## src/rtl/modexp_pkg.sv

```systemverilog
// modexp_pkg: shared types and helpers for the modular-exponentiation engine.
//   state_t   : controller FSM states (IDLE, SQR, MUL, DONE)
//   idx_width : bit width of the exponent bit index, clog2(EXP_WIDTH), minimum 1
package modexp_pkg;

  typedef enum logic [1:0] {
    IDLE,
    SQR,
    MUL,
    DONE
  } state_t;

  function automatic int idx_width(input int unsigned w);
    return (w > 1) ? $clog2(w) : 1;
  endfunction

endpackage

```

## src/rtl/modexp_controller_multiplicator.sv

```systemverilog
// multiplicator: combinational modular multiplier, product = a*b mod modulant.
// Built from two Montgomery reductions: mont(mont(a,b), R^2 mod n), where
// mont(x,y) = x*y*R^-1 mod n and R = 2^DATA_WIDTH.
// Ports:
//   a, b       in  operands, both < modulant
//   modulant   in  odd modulus > 1
//   R_div_two  in  R/2, the weight of the top operand bit
//   R_squared  in  R^2 mod modulant
//   product    out a*b mod modulant
module multiplicator #(
  parameter int DATA_WIDTH = 8
) (
  input  logic [DATA_WIDTH-1:0] a,
  input  logic [DATA_WIDTH-1:0] b,
  input  logic [DATA_WIDTH-1:0] modulant,
  input  logic [DATA_WIDTH-1:0] R_div_two,
  input  logic [DATA_WIDTH-1:0] R_squared,
  output logic [DATA_WIDTH-1:0] product
);

  // Two guard bits: the running sum stays below 4n.
  localparam int TW = DATA_WIDTH + 2;

  function automatic logic [DATA_WIDTH-1:0] mont(
    input logic [DATA_WIDTH-1:0] x,
    input logic [DATA_WIDTH-1:0] y,
    input logic [DATA_WIDTH-1:0] n,
    input logic [DATA_WIDTH-1:0] top
  );
    logic [TW-1:0] t;
    logic          xi;
    t = '0;
    for (int unsigned i = 0; i < DATA_WIDTH; i++) begin
      // R/2 shifted down selects operand bit i, LSB first.
      xi = |(x & (top >> (DATA_WIDTH - 1 - i)));
      if (xi) t = t + {2'b00, y};
      if (t[0]) t = t + {2'b00, n};
      t = t >> 1;
    end
    if (t >= {2'b00, n}) t = t - {2'b00, n};
    return t[DATA_WIDTH-1:0];
  endfunction

  logic [DATA_WIDTH-1:0] mont_ab;

  always_comb begin
    mont_ab = mont(a, b, modulant, R_div_two);
    product = mont(mont_ab, R_squared, modulant, R_div_two);
  end

endmodule

```

## src/rtl/modexp_controller.sv

```systemverilog
// modexp_controller: computes base^exponent mod modulant with left-to-right
// square-and-multiply, one multiplier step per clock.
// Ports:
//   clk, rst_n      clock, asynchronous active-low reset
//   start           request, accepted only in IDLE
//   base, exponent, modulant, R_div_two, R_squared   operands, latched on accept
//   busy            high while squaring/multiplying
//   done            one-cycle pulse, result valid
//   result          final value, held until the next accepted start
// Build option: MODEXP_SKIP_LEADING_ZEROS_EN starts at the exponent's MSB with
// a direct MUL (skipping squarings of 1); exponent 0 completes immediately.
module modexp_controller #(
  parameter int DATA_WIDTH = 8,
  parameter int EXP_WIDTH  = 8
) (
  input  logic                  clk,
  input  logic                  rst_n,
  input  logic                  start,
  input  logic [DATA_WIDTH-1:0] base,
  input  logic [EXP_WIDTH-1:0]  exponent,
  input  logic [DATA_WIDTH-1:0] modulant,
  input  logic [DATA_WIDTH-1:0] R_div_two,
  input  logic [DATA_WIDTH-1:0] R_squared,
  output logic                  busy,
  output logic                  done,
  output logic [DATA_WIDTH-1:0] result
);
  import modexp_pkg::*;

  localparam int IW = idx_width(EXP_WIDTH);
  localparam logic [DATA_WIDTH-1:0] ACC_ONE = DATA_WIDTH'(1);

  state_t                state_q, state_d;
  logic [IW-1:0]         idx_q;
  logic                  idx_dec;
  logic [DATA_WIDTH-1:0] acc_q, base_q, n_q, rd2_q, r2_q;
  logic [EXP_WIDTH-1:0]  exp_q;
  logic [DATA_WIDTH-1:0] mul_b, prod;

`ifdef MODEXP_SKIP_LEADING_ZEROS_EN
  function automatic logic [IW-1:0] msb_idx(input logic [EXP_WIDTH-1:0] e);
    msb_idx = '0;
    for (int unsigned i = 0; i < EXP_WIDTH; i++)
      if (e[i]) msb_idx = IW'(i);
  endfunction
`endif

  multiplicator #(.DATA_WIDTH(DATA_WIDTH)) u_mul (
    .a         (acc_q),
    .b         (mul_b),
    .modulant  (n_q),
    .R_div_two (rd2_q),
    .R_squared (r2_q),
    .product   (prod)
  );

  always_comb begin
    state_d = state_q;
    idx_dec = 1'b0;
    mul_b   = acc_q;
    busy    = (state_q == SQR) || (state_q == MUL);
    done    = (state_q == DONE);
    case (state_q)
      IDLE: begin
        if (start) begin
`ifdef MODEXP_SKIP_LEADING_ZEROS_EN
          state_d = (exponent == '0) ? DONE : MUL;
`else
          state_d = SQR;
`endif
        end
      end
      SQR: begin
        if (exp_q[idx_q]) begin
          state_d = MUL;
        end else if (idx_q == '0) begin
          state_d = DONE;
        end else begin
          idx_dec = 1'b1;
        end
      end
      MUL: begin
        mul_b = base_q;
        if (idx_q == '0) begin
          state_d = DONE;
        end else begin
          state_d = SQR;
          idx_dec = 1'b1;
        end
      end
      DONE:    state_d = IDLE;
      default: state_d = IDLE;
    endcase
  end

  always_ff @(posedge clk or negedge rst_n) begin
    if (!rst_n) begin
      state_q <= IDLE;
      idx_q   <= '0;
      acc_q   <= ACC_ONE;
      base_q  <= '0;
      n_q     <= '0;
      rd2_q   <= '0;
      r2_q    <= '0;
      exp_q   <= '0;
      result  <= '0;
    end else begin
      state_q <= state_d;
      case (state_q)
        IDLE: begin
          if (start) begin
            base_q <= base;
            exp_q  <= exponent;
            n_q    <= modulant;
            rd2_q  <= R_div_two;
            r2_q   <= R_squared;
            acc_q  <= ACC_ONE;
`ifdef MODEXP_SKIP_LEADING_ZEROS_EN
            idx_q <= msb_idx(exponent);
            if (exponent == '0) result <= ACC_ONE;
`else
            idx_q <= IW'(EXP_WIDTH - 1);
`endif
          end
        end
        SQR, MUL: begin
          acc_q <= prod;
          if (idx_dec) idx_q <= idx_q - IW'(1);
          // Result is captured on the edge entering DONE so it is valid with done.
          if (state_d == DONE) result <= prod;
        end
        default: ;
      endcase
    end
  end

endmodule
```

## config.mk

```make
export PLATFORM = sky130hd
export DESIGN_NAME = modexp_controller
export DESIGN_NICKNAME = d
export VERILOG_FILES = /design/src/rtl/modexp_pkg.sv /design/src/rtl/modexp_controller_multiplicator.sv /design/src/rtl/modexp_controller.sv
export SDC_FILE = /design/constraint.sdc
export NUM_CORES = 1
export LEC_CHECK = 0
export BUFFER_PORTS_ARGS = -buffer_cell sky130_fd_sc_hd__buf_2
export CAP_MARGIN = 20
export CORE_MARGIN = 2
export CORE_UTILIZATION = 67
export CTS_CLUSTER_DIAMETER = 200
export DETAILED_ROUTE_END_ITERATION = 6
export PLACE_DENSITY_LB_ADDON = 0.2
export SYNTH_ARGS = -nofsm -noshare
export SYNTH_HDL_FRONTEND = slang
export SYNTH_SLANG_ARGS = --single-unit
```

## constraint.sdc

```tcl
create_clock -name clk -period 69.4 [get_ports clk]
set_clock_uncertainty 0.05 [all_clocks]
set_input_delay 6.94 -clock clk [delete_from_list [all_inputs] [get_ports clk]]
set_output_delay 6.94 -clock clk [all_outputs]
set_load 0.01 [all_outputs]
```

==> flow_summary.json <==
{
  "synthTopCellsByArea": "ha_1 16%, dfrtp_1 7.9%, a21oi_1 5.7%",
  "grt_usage_pct": 40.8,
  "syn_area_sq_um": 19000,
  "port_buffers": 52,
  "rows": 61,
  "cts_tree": "yes",
  "yosys.area.top_type_share_pct": 16.4,
  "synth-simple-area-share_pct": 20.1,
  "cp.required_ns": 69.57,
  "fin_setup_tns_ns": 0,
  "maxSlewHeadroom_pct": 24.4,
  "reg2reg_depth": 183,
  "crit_top_cell": "ha_1",
  "clockRootBuffer": "clkbuf_16",
  "drv_slew": 0,
  "start_util_pct": 68.2,
  "vias": 20000,
  "ys_top_cells_by_count": "249 x ha_1, 219 x nand2_1, 218 x a21oi_1, 212 x nor2_1, 160 x inv_1",
  "yosysWarnings": 0,
  "setup_viol": 0,
  "ys_types": 112,
  "synthesis.instances": 2530,
  "async_reset_ff_share_pct": 100,
  "syn_nets": 2854,
  "grt_pass1_wl_microns": 96700,
  "drtPass1Iterations": 6,
  "drt-vias-per-instance": 6.84,
  "synth-seq-cells": 61,
  "io_pins": 53,
  "max-cap-violations": 0,
  "worstMarginPinSlew_ns": 1.13,
  "dp.final_hpwl_microns": 45800,
  "drive_gt1_share_pct": 10.8,
  "cts_setup_buffers": 0,
  "routed_wl_microns": 61400,
  "max-clock-path-buffers": 2,
  "end_kind": "flip-flop",
  "cts_made_buffers": 9,
  "hp-class": "flip-flop to flip-flop",
  "fp.dieH_microns": 172,
  "yosysMostFrequentCell": "ha_1",
  "synth_compound_area_share_pct": 31.1,
  "setup_slack_ns": 26.87,
  "drc": 0,
  "grt_overflow_total": 0,
  "synth_enable_flop_cells": 0,
  "status": "finished, final reports clean",
  "synth_top_area_cell": "ha_1",
  "pre_cts_ws_ns": 28.00,
  "crit_type": "flip-flop to flip-flop",
  "period_needed_ns": 42.53,
  "cp-start-kind": "flip-flop",
  "clock_sinks": 61,
  "muxShareOfSynthArea_pct": 7.65,
  "rsz0062_at_grt": "false",
  "period_share_pct": 61.3,
  "synth_top_family_by_area": "compound AO/OA/AOI/OAI gates",
  "nets": 2868,
  "die-area_sq_um": 29700,
  "synth-xor-area-share_pct": 8.26,
  "core_sq_um": 27900,
  "cts_resized": 0,
  "drt-initial-drc-count": 1863,
  "first_global_vias": 19100,
  "path_clk_slew_ns": 0.06,
  "hold_depth": 1,
  "grt_max_degree": 43,
  "cp_data_arrival_time_ns": 42.70,
  "finalHoldViolCount": 0,
  "die_w_microns": 172,
  "wire_per_inst_microns": 20.9,
  "htreeDepth": 3,
  "synthAdderAreaFrac_pct": 19.8,
  "synthesis.area_per_instance_sq_um": 7.50,
  "ctsHoldBuffers": 0,
  "slowest_delay_ns": 1.01,
  "fmax_ghz": 0.0235,
  "yosysSeqAreaShare_pct": 8.05,
  "cp_slowest_cell": "dfrtp_1",
  "clk_latency_ns": 0.34,
  "ant_nets": 0,
  "grt_antenna_before_repair": 4,
  "syn_to_final_growth_pct": 4.86,
  "ys.flop_type": "dfrtp_1",
  "place.gp.congestion": 0.977,
  "cp_max_fo": 28
}
## kinds of logic after synthesis
kind of cell / Yosys count
and+or+nand+nor: 789
DFF: 61
buffers and inverters: 239
xor gates and xnor gates: 179
muxes: 127
AOI/OAI and AO/OA: 854
adders and majority gates: 281
## area by class of cell
type	instances	area (sq um)
diodes	3	7.51
clock buffers	9	225
clock inverters	7	75.1
fillers	2339	7950
inverters	166	623
multi-input cells	2230	16500
flip-flops and latches	61	1530
well taps	378	473
repair buffers	76	453
## sequential cells by signal, summed over array words and instances (netlist names)
register  cells
rd2_q         8
r2_q          8
acc_q         8
exp_q         8
base_q        8
state_q       2
n_q           8
result        8
idx_q         3
## worst paths after layout
kind	end	start	slack, ns
worst max-delay path	result[2]	rd2_q[7]	26.87
worst min-delay path	exp_q[3]	exp_q[3]	0.46
worst max register to register	result[2]	rd2_q[7]	26.87
worst min register to register	exp_q[3]	exp_q[3]	0.46
max in group asynchronous	n_q[0]	rst_n	61.81
min in group asynchronous	exp_q[3]	rst_n	6.54
## layer usage
layer | global-route usage (%) | vias up | wire (microns)
li1 | - | 9386 | -
met1 | 48.5 | 9350 | 23700
met2 | 69.7 | 1005 | 28200
met3 | 6.18 | 297 | 5160
met4 | 24.2 | 2 | 4190
met5 | 0 | - | 13
## cell usage in the layout (no fill, tap or decap), types with 23 or more instances in the layout
cell type / count
a211oi_1: 26
a21o_1: 82
a21oi_1: 218
a31oi_1: 25
and2_1: 42
buf_2: 52
buf_4: 23
dfrtp_1: 59
fa_1: 32
ha_1: 249
inv_1: 160
mux2_2: 89
mux2i_1: 27
nand2_1: 218
nand2b_1: 54
nand3_1: 53
nor2_1: 212
nor2b_1: 40
nor3_1: 40
o211ai_1: 24
o21a_1: 33
o21ai_0: 145
o21bai_1: 40
o31ai_1: 24
or3_1: 28
xnor2_1: 112
xor2_1: 67
## critical path: cells and delay by family, from the launching register on
kind,cells,cell delay [ns]
XOR/XNOR,11,1.92
AO/OA/AOI/OAI,70,15.71
multiplexers,6,1.79
flip-flops,1,1.01
buffers and inverters,21,1.67
AND/OR/NAND/NOR,38,6.78
adder cells (fa/ha/maj),37,13.46
## per-stage QoR
step	instance area, sq um	utilization (%)	hold WS (ns)	instances
finish	19900	71.5	0.461	2930
global route	19900	71.5	0.474	2929
CTS	19900	71.4	0.459	2926
detailed placement	19600	70.3	0.445	2910
global placement	19600	70.3	0.433	2910
floorplan	19000	-	0.424	2530
Power is left out: the tool's default activity adds up to more than one toggle a clock period on the data nets, which glitch-free logic cannot reach.
